`src/rtl/pingpong_blk_writer.sv`:
```
// Write side of the ping/pong sub-block buffer: fills banks a/b from a stream and owns the pingpong token.
// Optional build macro BANK_ZERO_ON_RELEASE_EN clears a released bank's slots and indices.
module pingpong_blk_writer #(
   parameter int SUB_BLK_BIT = 8,
   parameter int SFT_BIT     = 4
) (
   input  logic                      clk,
   input  logic                      reset,
   input  logic                      start,
   input  logic [SFT_BIT-1:0]        start_sft,
   input  logic [SUB_BLK_BIT-1:0]    subBlki,
   input  logic                      subBlki_valid,
   input  logic                      subBlki_last,
   output logic                      subBlki_ready,
   input  logic                      rd_release,
   output logic                      pingpong,
   output logic [16*SUB_BLK_BIT-1:0] aBank,
   output logic [16*SUB_BLK_BIT-1:0] bBank,
   output logic                      aFull,
   output logic                      bFull,
   output logic                      aNeedPang,
   output logic                      bNeedPang,
   output logic [SFT_BIT-1:0]        aNeedPangStartInc,
   output logic [SFT_BIT-1:0]        bNeedPangStartInc,
   output logic [SFT_BIT-1:0]        aNeedPangEndInc,
   output logic [SFT_BIT-1:0]        bNeedPangEndInc,
   output logic                      rel_err
);

   typedef enum logic [1:0] {IDLE, FILL, WAIT_BANK} state_t;

   // Bank index 1 = a, 0 = b, matching the pingpong token encoding.
   state_t                        r_state;
   logic                          r_wr_bank;
   logic [SFT_BIT-1:0]            r_wr_idx;
   logic                          r_pingpong;
   logic                          r_ready;
   logic                          r_rel_err;
   logic                          r_pend;
   logic [SFT_BIT-1:0]            r_pend_sft;
   logic [15:0][SUB_BLK_BIT-1:0]  r_bank [2];
   logic [1:0]                    r_full;
   logic [1:0]                    r_need;
   logic [SFT_BIT-1:0]            r_sinc [2];
   logic [SFT_BIT-1:0]            r_einc [2];

   logic                          w_rel_ok;
   logic                          w_rel_err;
   logic [1:0]                    w_free;
   logic                          w_accept;
   logic                          w_go;
   logic [SFT_BIT-1:0]            w_sft;
   logic                          w_sel;
   logic                          w_last_slot;

   assign w_rel_ok    = rd_release && r_full[r_pingpong];
   assign w_rel_err   = rd_release && !r_full[r_pingpong];
   // A bank released this cycle counts as free so the writer resumes one cycle after the release.
   assign w_free[1]   = !r_full[1] || (w_rel_ok && r_pingpong);
   assign w_free[0]   = !r_full[0] || (w_rel_ok && !r_pingpong);
   assign w_accept    = (r_state == FILL) && r_ready && subBlki_valid;
   assign w_go        = start || r_pend;
   assign w_sft       = start ? start_sft : r_pend_sft;
   assign w_sel       = w_free[1];
   assign w_last_slot = (r_wr_idx == SFT_BIT'(15));

   always_ff @(posedge clk or posedge reset) begin
      if (reset) begin
         r_state    <= IDLE;
         r_wr_bank  <= 1'b1;
         r_wr_idx   <= '0;
         r_pingpong <= 1'b1;
         r_ready    <= 1'b0;
         r_rel_err  <= 1'b0;
         r_pend     <= 1'b0;
         r_pend_sft <= '0;
         r_full     <= '0;
         r_need     <= '0;
         for (int unsigned k = 0; k < 2; k++) begin
            r_bank[k] <= '0;
            r_sinc[k] <= '0;
            r_einc[k] <= '0;
         end
      end else begin
         r_rel_err <= w_rel_err;
         // Release bookkeeping comes first so writer updates in the same cycle take precedence.
         if (w_rel_ok) begin
            r_full[r_pingpong] <= 1'b0;
            r_need[r_pingpong] <= 1'b0;
            r_pingpong         <= !r_pingpong;
`ifdef BANK_ZERO_ON_RELEASE_EN
            r_bank[r_pingpong] <= '0;
            r_sinc[r_pingpong] <= '0;
            r_einc[r_pingpong] <= '0;
`endif
         end
         case (r_state)
            IDLE: begin
               if (w_go) begin
                  if (w_free[1] || w_free[0]) begin
                     r_wr_bank      <= w_sel;
                     r_wr_idx       <= w_sft;
                     r_sinc[w_sel]  <= w_sft;
                     r_pend         <= 1'b0;
                     r_state        <= FILL;
                     r_ready        <= 1'b1;
                  end else if (start) begin
                     r_pend     <= 1'b1;
                     r_pend_sft <= start_sft;
                  end
               end
            end
            FILL: begin
               if (w_accept) begin
                  r_bank[r_wr_bank][r_wr_idx] <= subBlki;
                  if (subBlki_last) begin
                     r_full[r_wr_bank] <= 1'b1;
                     r_need[r_wr_bank] <= 1'b0;
                     r_einc[r_wr_bank] <= r_wr_idx;
                     r_state           <= IDLE;
                     r_ready           <= 1'b0;
                  end else if (w_last_slot) begin
                     r_full[r_wr_bank]  <= 1'b1;
                     r_need[r_wr_bank]  <= 1'b1;
                     r_einc[r_wr_bank]  <= SFT_BIT'(15);
                     r_wr_bank          <= !r_wr_bank;
                     r_wr_idx           <= '0;
                     r_sinc[!r_wr_bank] <= '0;
                     if (!w_free[!r_wr_bank]) begin
                        r_state <= WAIT_BANK;
                        r_ready <= 1'b0;
                     end
                  end else begin
                     r_wr_idx <= r_wr_idx + SFT_BIT'(1);
                  end
               end
            end
            WAIT_BANK: begin
               if (w_free[r_wr_bank]) begin
                  r_state <= FILL;
                  r_ready <= 1'b1;
               end
            end
            default: begin
               r_state <= IDLE;
               r_ready <= 1'b0;
            end
         endcase
      end
   end

   assign subBlki_ready     = r_ready;
   assign pingpong          = r_pingpong;
   assign rel_err           = r_rel_err;
   assign aBank             = r_bank[1];
   assign bBank             = r_bank[0];
   assign aFull             = r_full[1];
   assign bFull             = r_full[0];
   assign aNeedPang         = r_need[1];
   assign bNeedPang         = r_need[0];
   assign aNeedPangStartInc = r_sinc[1];
   assign bNeedPangStartInc = r_sinc[0];
   assign aNeedPangEndInc   = r_einc[1];
   assign bNeedPangEndInc   = r_einc[0];

endmodule

```
`config.mk`:
```
export PLATFORM = sky130hd
export DESIGN_NAME = pingpong_blk_writer
export DESIGN_NICKNAME = d
export VERILOG_FILES = /design/src/rtl/pingpong_blk_writer.sv
export SDC_FILE = /design/constraint.sdc
export NUM_CORES = 1
export LEC_CHECK = 0
export CAP_MARGIN = 20
export CORE_ASPECT_RATIO = 2
export CORE_MARGIN = 2
export CORE_UTILIZATION = 49
export DETAILED_ROUTE_END_ITERATION = 8
export GPL_TIMING_DRIVEN = 0
export PLACE_DENSITY = 0.91
export SYNTH_ARGS = -nofsm -noshare
export SYNTH_HDL_FRONTEND = slang
export SYNTH_SLANG_ARGS = --single-unit
```
`constraint.sdc`:
```
create_clock -name clk -period 11.8 [get_ports clk]
set_input_delay 2.36 -clock clk [delete_from_list [all_inputs] [get_ports clk]]
set_output_delay 2.36 -clock clk [all_outputs]
set_load 0.005 [all_outputs]
```
==> results.yml, run 1 <==
status:
  outcome: "completed"
worst_hold_path:
  worstHoldStart: "r_pend_sft[2]$_DFFE_PP0P_"
  worstHoldPathType: "flop to flop"
  min_to: "r_pend_sft[2]$_DFFE_PP0P_"
  hold_depth: 2
placement:
  gp_congestion: 0.838
  dpl.cell_count: 1331
  portBuffers: 293
  dp_hpwl_um: 23500
yosys:
  synth_nets: 775
  ys_seq_area_share_pct: 63.0
  synth.avg_cell_area_sq_um: 15.4
  ys_ff_latch: 291
  synth_edf_count: 0
  synthArstFlopShare_pct: 100
  synth_cell_types: 53
  synth_ff_type: "dfrtp_1"
  netlist_area_sq_um: 11600
  yosysWarnings: 0
  synth_cells: 753
clocking:
  postCtsHoldBufs: 0
  cts_setup_buffers: 0
  root_buffer: "clkbuf_16"
  worstSkewPairLatency_ns: 0.53
  htree_levels: 1
  post_cts_resized: 0
  cts_inserted_buffers: 26
  clockBufferDepth: 3
  clkTransAtPathRegs_ns: 0.06
  cts_sinks: 291
  cts_tree: "built"
sta:
  fmax_ghz: 0.238
  slew_viol_final: 0
  post-route-period-util_pct: 35.6
  finalSetupViolCount: 0
  hold_viol_final: 0
  maxSlewHeadroom_pct: 30.8
  finClkSkew_ns: 0.0126
  tightest_slew_ns: 1.03
  rsz0062_at_grt: "no"
  period_minus_slack_ns: 4.20
routing:
  vias: 7635
  wire_per_inst_um: 23.8
  dr.first_iter.drc_count: 325
  totalWireLength_um: 32800
  detail-route-antenna-nets: 0
  drc: 0
  vias_per_cell: 5.54
  first_pass_iters: 4
final_layout:
  mostFrequentLayoutCells: "clkdlybuf4s50_1 (293), dfrtp_1 (289), mux2_2 (250)"
  register_area_sq_um: 7280
  antenna_cells: 0
  drive_above_1_share_pct: 31.3
  layout.nets: 1098
  fin_util_pct: 68.1
  multi_input_area_sq_um: 4070
  instances_no_fill: 1378
  final_common_cell: "clkdlybuf4s50_1"
  num-fill-cells: 1576
  area_growth_pct: 36.7
die:
  dieHeight_um: 221
  die_area_sq_um: 24900
  start_util_pct: 49.8
  die_w_um: 113
  rows: 79
  coreArea_sq_um: 23200
  io_pins: 297
setup_path:
  reg2reg_depth: 5
  timing.rr.end: "bBank[125]$_DFFE_PP0P_"
  cp_data_arrival_time_ns: 4.61
  rrSetupSlack_ns: 9.25
  start_kind: "primary input"
  reg2reg_from: "r_wr_idx[0]$_DFFE_PP0P_"
  critical_path.max_fanout: 8
  critPathRequiredTime_ns: 12.21
  endpoint_kind: "flop"
  path_class: "primary input to flop"
power:
  combPwrFrac_pct: 33.8
  ir_worst_vdd_mv: 0.186
  power_switching_mw: 1.03
  power.internal_mw: 2.55
  p_total_mw: 3.58
  p_leak_nw: 7.37
  seqPwrFrac_pct: 41.3
  swShare_pct: 28.8
  clockPowerShare_pct: 24.9
  cellPowerDensity_nw_per_um2: 227
global_routing:
  track_usage_pct: 26.7
  grt_start_max_net_pins: 130
  grt_pass1_vias: 8368
  grt_pass1_wl_um: 51000
  antenna_found_initial: 0
  grt_overflow: 0
run:
  timing.max_cap.violations: 0
[synth_stat cells (3+ instances only)]
library cell,count,area share (%)
a21oi_1,5,0.22
buf_1,3,0.097
buf_2,8,0.35
clkbuf_1,30,0.97
dfrtp_1,289,63
ha_1,4,0.43
inv_1,7,0.23
mux2_1,7,0.68
mux2_2,250,24
mux2i_1,5,0.43
nand2_1,21,0.68
nand2_2,3,0.16
nand2b_1,5,0.27
nand3_1,6,0.26
nand3_4,8,1.2
nand4_2,3,0.32
nor2_1,10,0.32
nor2_2,8,0.43
nor2_4,5,0.49
nor3_1,6,0.26
nor3_4,4,0.56
o21ai_0,12,0.52
o22a_1,8,0.61
o2bb2ai_1,9,0.68
[sequential cells by signal (all words and copies together), names as in the netlist, 2 cells and up]
signal / cells
bNeedPangStartInc: 4
r_wr_idx: 4
r_need: 2
bNeedPangEndInc: 4
r_state: 2
bBank: 128
r_full: 2
aNeedPangStartInc: 4
r_pend_sft: 4
aNeedPangEndInc: 4
aBank: 128
[power by group through the flow]
stage	combinational [mW]	sequential, mW	clock (mW)
2_1_floorplan	0.453	1.48	0
3_3_place_gp	1.18	1.47	0
3_5_place_dp	1.21	1.49	0
4_1_cts	1.22	1.48	0.909
5_1_grt	1.29	1.51	0.949
6_report	1.21	1.48	0.894
[cells by family (layout without fill, tap and decap cells)]
family	count (synthesis)	in the layout	share of synthesized area, %
and+or+nand+nor	91	91	5.93
muxes	262	262	25.4
AOI/OAI and AO/OA	53	53	3.30
DFF	291	291	63.0
adders and majority gates	4	4	0.433
buffers and inverters	51	393	1.87
xor gates and xnor gates	1	1	0.0757
[through the flow]
step / hold WS (ns) / setup slack (ns) / TNS, ns / instance area [sq um]
6_report: 0.492 / 7.60 / 0 / 15800
5_1_grt: 0.515 / 7.50 / 0 / 15800
4_1_cts: 0.491 / 7.59 / 0 / 15800
3_5_place_dp: 0.477 / 7.04 / 0 / 14900
3_3_place_gp: 0.467 / -1.73 / -493.64 / 14900
2_1_floorplan: 0.449 / 1.41 / 0 / 11600
[how the worst max path moves through the flow]
stage / startpoint / to / slack (ns) / depth (start not counted)
after CTS: subBlki_valid / bBank[21]$_DFFE_PP0P_ / 7.59 / 6
after floorplan: reset / aBank[0]$_DFFE_PP0P_ / 1.41 / 1
after global placement: reset / aBank[15]$_DFFE_PP0P_ / -1.73 / 2
after global routing: subBlki_valid / bBank[21]$_DFFE_PP0P_ / 7.50 / 6
final: subBlki_valid / bBank[21]$_DFFE_PP0P_ / 7.60 / 6
after detailed placement: subBlki_valid / bBank[21]$_DFFE_PP0P_ / 7.04 / 6
[layout make-up]
cell class	count	share of cell area (%)
Tap cell	283	2.24
Multi-Input combinational cell	411	25.7
Buffer	44	1.20
Clock buffer	36	4.67
Timing Repair Buffer	295	18.9
Sequential cell	291	46.0
Clock inverter	11	1.02
Inverter	7	0.214
[worst max-delay path, cell delays in order]
cell	delay (ns)
clkdlybuf4s50_1	0.56
nand4b_4	0.24
nor2_4	0.28
nand2_2	0.20
nor3_4	0.55
mux2_2	0.40
[layer usage]
layer  global-route usage (%)  part of all wire, %  up-vias
met5                        0                    0        -
met4                     13.7                  5.8        0
met3                     4.57                  4.9      100
met2                     48.4                   55      272
met1                     29.3                   35     3935
li1                         -                    -     3328
(Power assumes the default switching activity.)
==> run 2: changes to the inputs <==
--- a/config.mk
+++ b/config.mk
@@ -8,10 +8,10 @@
 export CAP_MARGIN = 20
 export CORE_ASPECT_RATIO = 2
 export CORE_MARGIN = 2
-export CORE_UTILIZATION = 49
+export CORE_UTILIZATION = 44
 export DETAILED_ROUTE_END_ITERATION = 8
 export GPL_TIMING_DRIVEN = 0
-export PLACE_DENSITY = 0.91
+export PLACE_DENSITY = 0.87
 export SYNTH_ARGS = -nofsm -noshare
 export SYNTH_HDL_FRONTEND = slang
 export SYNTH_SLANG_ARGS = --single-unit
==> constraint.sdc (replaced) <==
create_clock -name clk -period 3.6 [get_ports clk]
set_input_delay 0.72 -clock clk [delete_from_list [all_inputs] [get_ports clk]]
set_output_delay 0.72 -clock clk [all_outputs]
set_load 0.005 [all_outputs]
==> run 2 against run 1 <==
Effect of this change:
- sequential power rose to 3.3 times the previous value
- clock skew rose by 0.0053 ns
- combinational power rose to 3.3 times the previous value
- routed wire length fell by 1.3%
- critical path depth fell by 1
- clock power rose to 3.3 times the previous value
- non-clock buffer count rose by 5
- die area rose by 11%
- global-route usage fell by 3.4 points
- worst hold slack got worse by 0.11 ns
- critical path type is now flop to flop
==> results.yml, run 2 (synthesized netlist as in run 1, its figures left out) <==
final_layout:
  fin_util_pct: 61.3
  fin_area_sq_um: 16000
  instances_no_fill: 1445
  final_common_cell: "clkdlybuf4s50_1"
  drive_above_1_share_pct: 31.9
  num-fill-cells: 1982
  layout.nets: 1103
  mostFrequentLayoutCells: "clkdlybuf4s50_1 (293), dfrtp_1 (289), mux2_2 (250)"
  area_growth_pct: 38.2
  antenna_cells: 0
placement:
  portBuffers: 293
  gp_congestion: 0.861
  dp_hpwl_um: 23400
  place_area_sq_um: 15100
  dpl.cell_count: 1397
  pre_cts_slack_ns: 0.617
routing:
  vias_per_cell: 5.32
  drc: 0
  detail-route-antenna-nets: 0
  wire_per_inst_um: 22.4
  totalWireLength_um: 32400
  first_pass_iters: 5
  dr.first_iter.drc_count: 445
  vias: 7683
global_routing:
  grt_start_max_net_pins: 47
  antenna_found_initial: 0
  track_usage_pct: 23.2
  grt_overflow: 0
  grt_pass1_wl_um: 49800
  grt_pass1_vias: 8312
die:
  die_area_sq_um: 27700
  rows: 84
  die_w_um: 119
  coreArea_sq_um: 26100
  start_util_pct: 44.4
  dieHeight_um: 233
  io_pins: 297
setup_path:
  critPathRequiredTime_ns: 4.02
  reg2reg_depth: 5
  endpoint_kind: "flop"
  cp_data_arrival_time_ns: 3.00
  start_kind: "flop"
  path_class: "flop to flop"
  critical_path.max_fanout: 9
power:
  p_leak_nw: 7.40
  cellPowerDensity_nw_per_um2: 735
  p_total_mw: 11.8
  ir_worst_vdd_mv: 0.523
clocking:
  cts_tree: "built"
  cts_inserted_buffers: 26
  htree_levels: 1
  cts_sinks: 291
  postCtsHoldBufs: 0
  root_buffer: "clkbuf_16"
  worstSkewPairLatency_ns: 0.55
  post_cts_resized: 0
  clkTransAtPathRegs_ns: 0.07
  cts_setup_buffers: 0
  clockBufferDepth: 3
sta:
  maxSlewHeadroom_pct: 32.3
  hold_viol_final: 0
  slew_viol_final: 0
  fin_setup_tns_ns: 0
  rsz0062_at_grt: "no"
  tightest_slew_ns: 1.01
  finClkSkew_ns: 0.0179
  fin_ws_ns: 1.01
  period_minus_slack_ns: 2.59
  whs_ns: 0.382
  finalSetupViolCount: 0
  post-route-period-util_pct: 71.8
  fmax_ghz: 0.387
worst_hold_path:
  hold_depth: 2
  worstHoldPathType: "primary input to flop"
status:
  outcome: "completed"
run:
  timing.max_cap.violations: 0
==> run 2: cell types whose count changed in the layout (fill, tap and decap cells not counted) <==
cell and change:
inv_6 +2, clkinvlp_4 +3, buf_12 +7, inv_8 -1, clkinv_8 +1, clkinv_2 -1
clkinv_4 -1, clkbuf_8 +1, bufinv_16 -1, clkbuf_1 -2, buf_16 -2
==> run 2: final cells by class <==
| class | instances | area [sq um] | share of cell area [%] |
|---|---|---|---|
| repair buffers | 300 | 3070 | 19.2 |
| flip-flops and latches | 291 | 7280 | 45.6 |
| clock inverters | 13 | 166 | 1.04 |
| plain buffers | 44 | 190 | 1.19 |
| well taps | 344 | 430 | 2.69 |
| multi-input cells | 411 | 4070 | 25.5 |
| inverters | 7 | 30.0 | 0.188 |
| clock buffers | 35 | 746 | 4.66 |
==> run 2: critical path, stage by stage (launching register included) <==
cell	delay [ns]
dfrtp_1	0.47
ha_1	0.18
buf_2	0.27
nand3_1	0.28
nor3_2	0.83
mux2_2	0.42
==> run 2: where the power goes <==
part	switching (mW)	leakage (nW)	internal [mW]
sequential	0.608	3.95	4.24
clock	1.26	0.441	1.69
combinational	1.55	3.01	2.41
total	3.42	7.40	8.33
==> run 2: path summary, 6_finish.rpt <==
path	start	endpoint	slack [ns]
worst max register to register	r_wr_idx[0]$_DFFE_PP0P_	bBank[120]$_DFFE_PP0P_	1.01
worst min-delay path	rd_release	pingpong$_DFFE_PP1N_	0.38
max in group asynchronous	reset	bBank[121]$_DFFE_PP0P_	1.75
worst min register to register	bBank[24]$_DFFE_PP0P_	bBank[24]$_DFFE_PP0P_	0.49
worst max-delay path	r_wr_idx[0]$_DFFE_PP0P_	bBank[120]$_DFFE_PP0P_	1.01
min in group asynchronous	reset	bNeedPangEndInc[3]$_DFFE_PP0P_	0.65
==> run 2: layer usage <==
layer	GRT usage (%)	routed length (um)
met5	0	0
met2	38.9	15600
met1	28.2	12800
met3	8.50	3240
met4	6.58	711
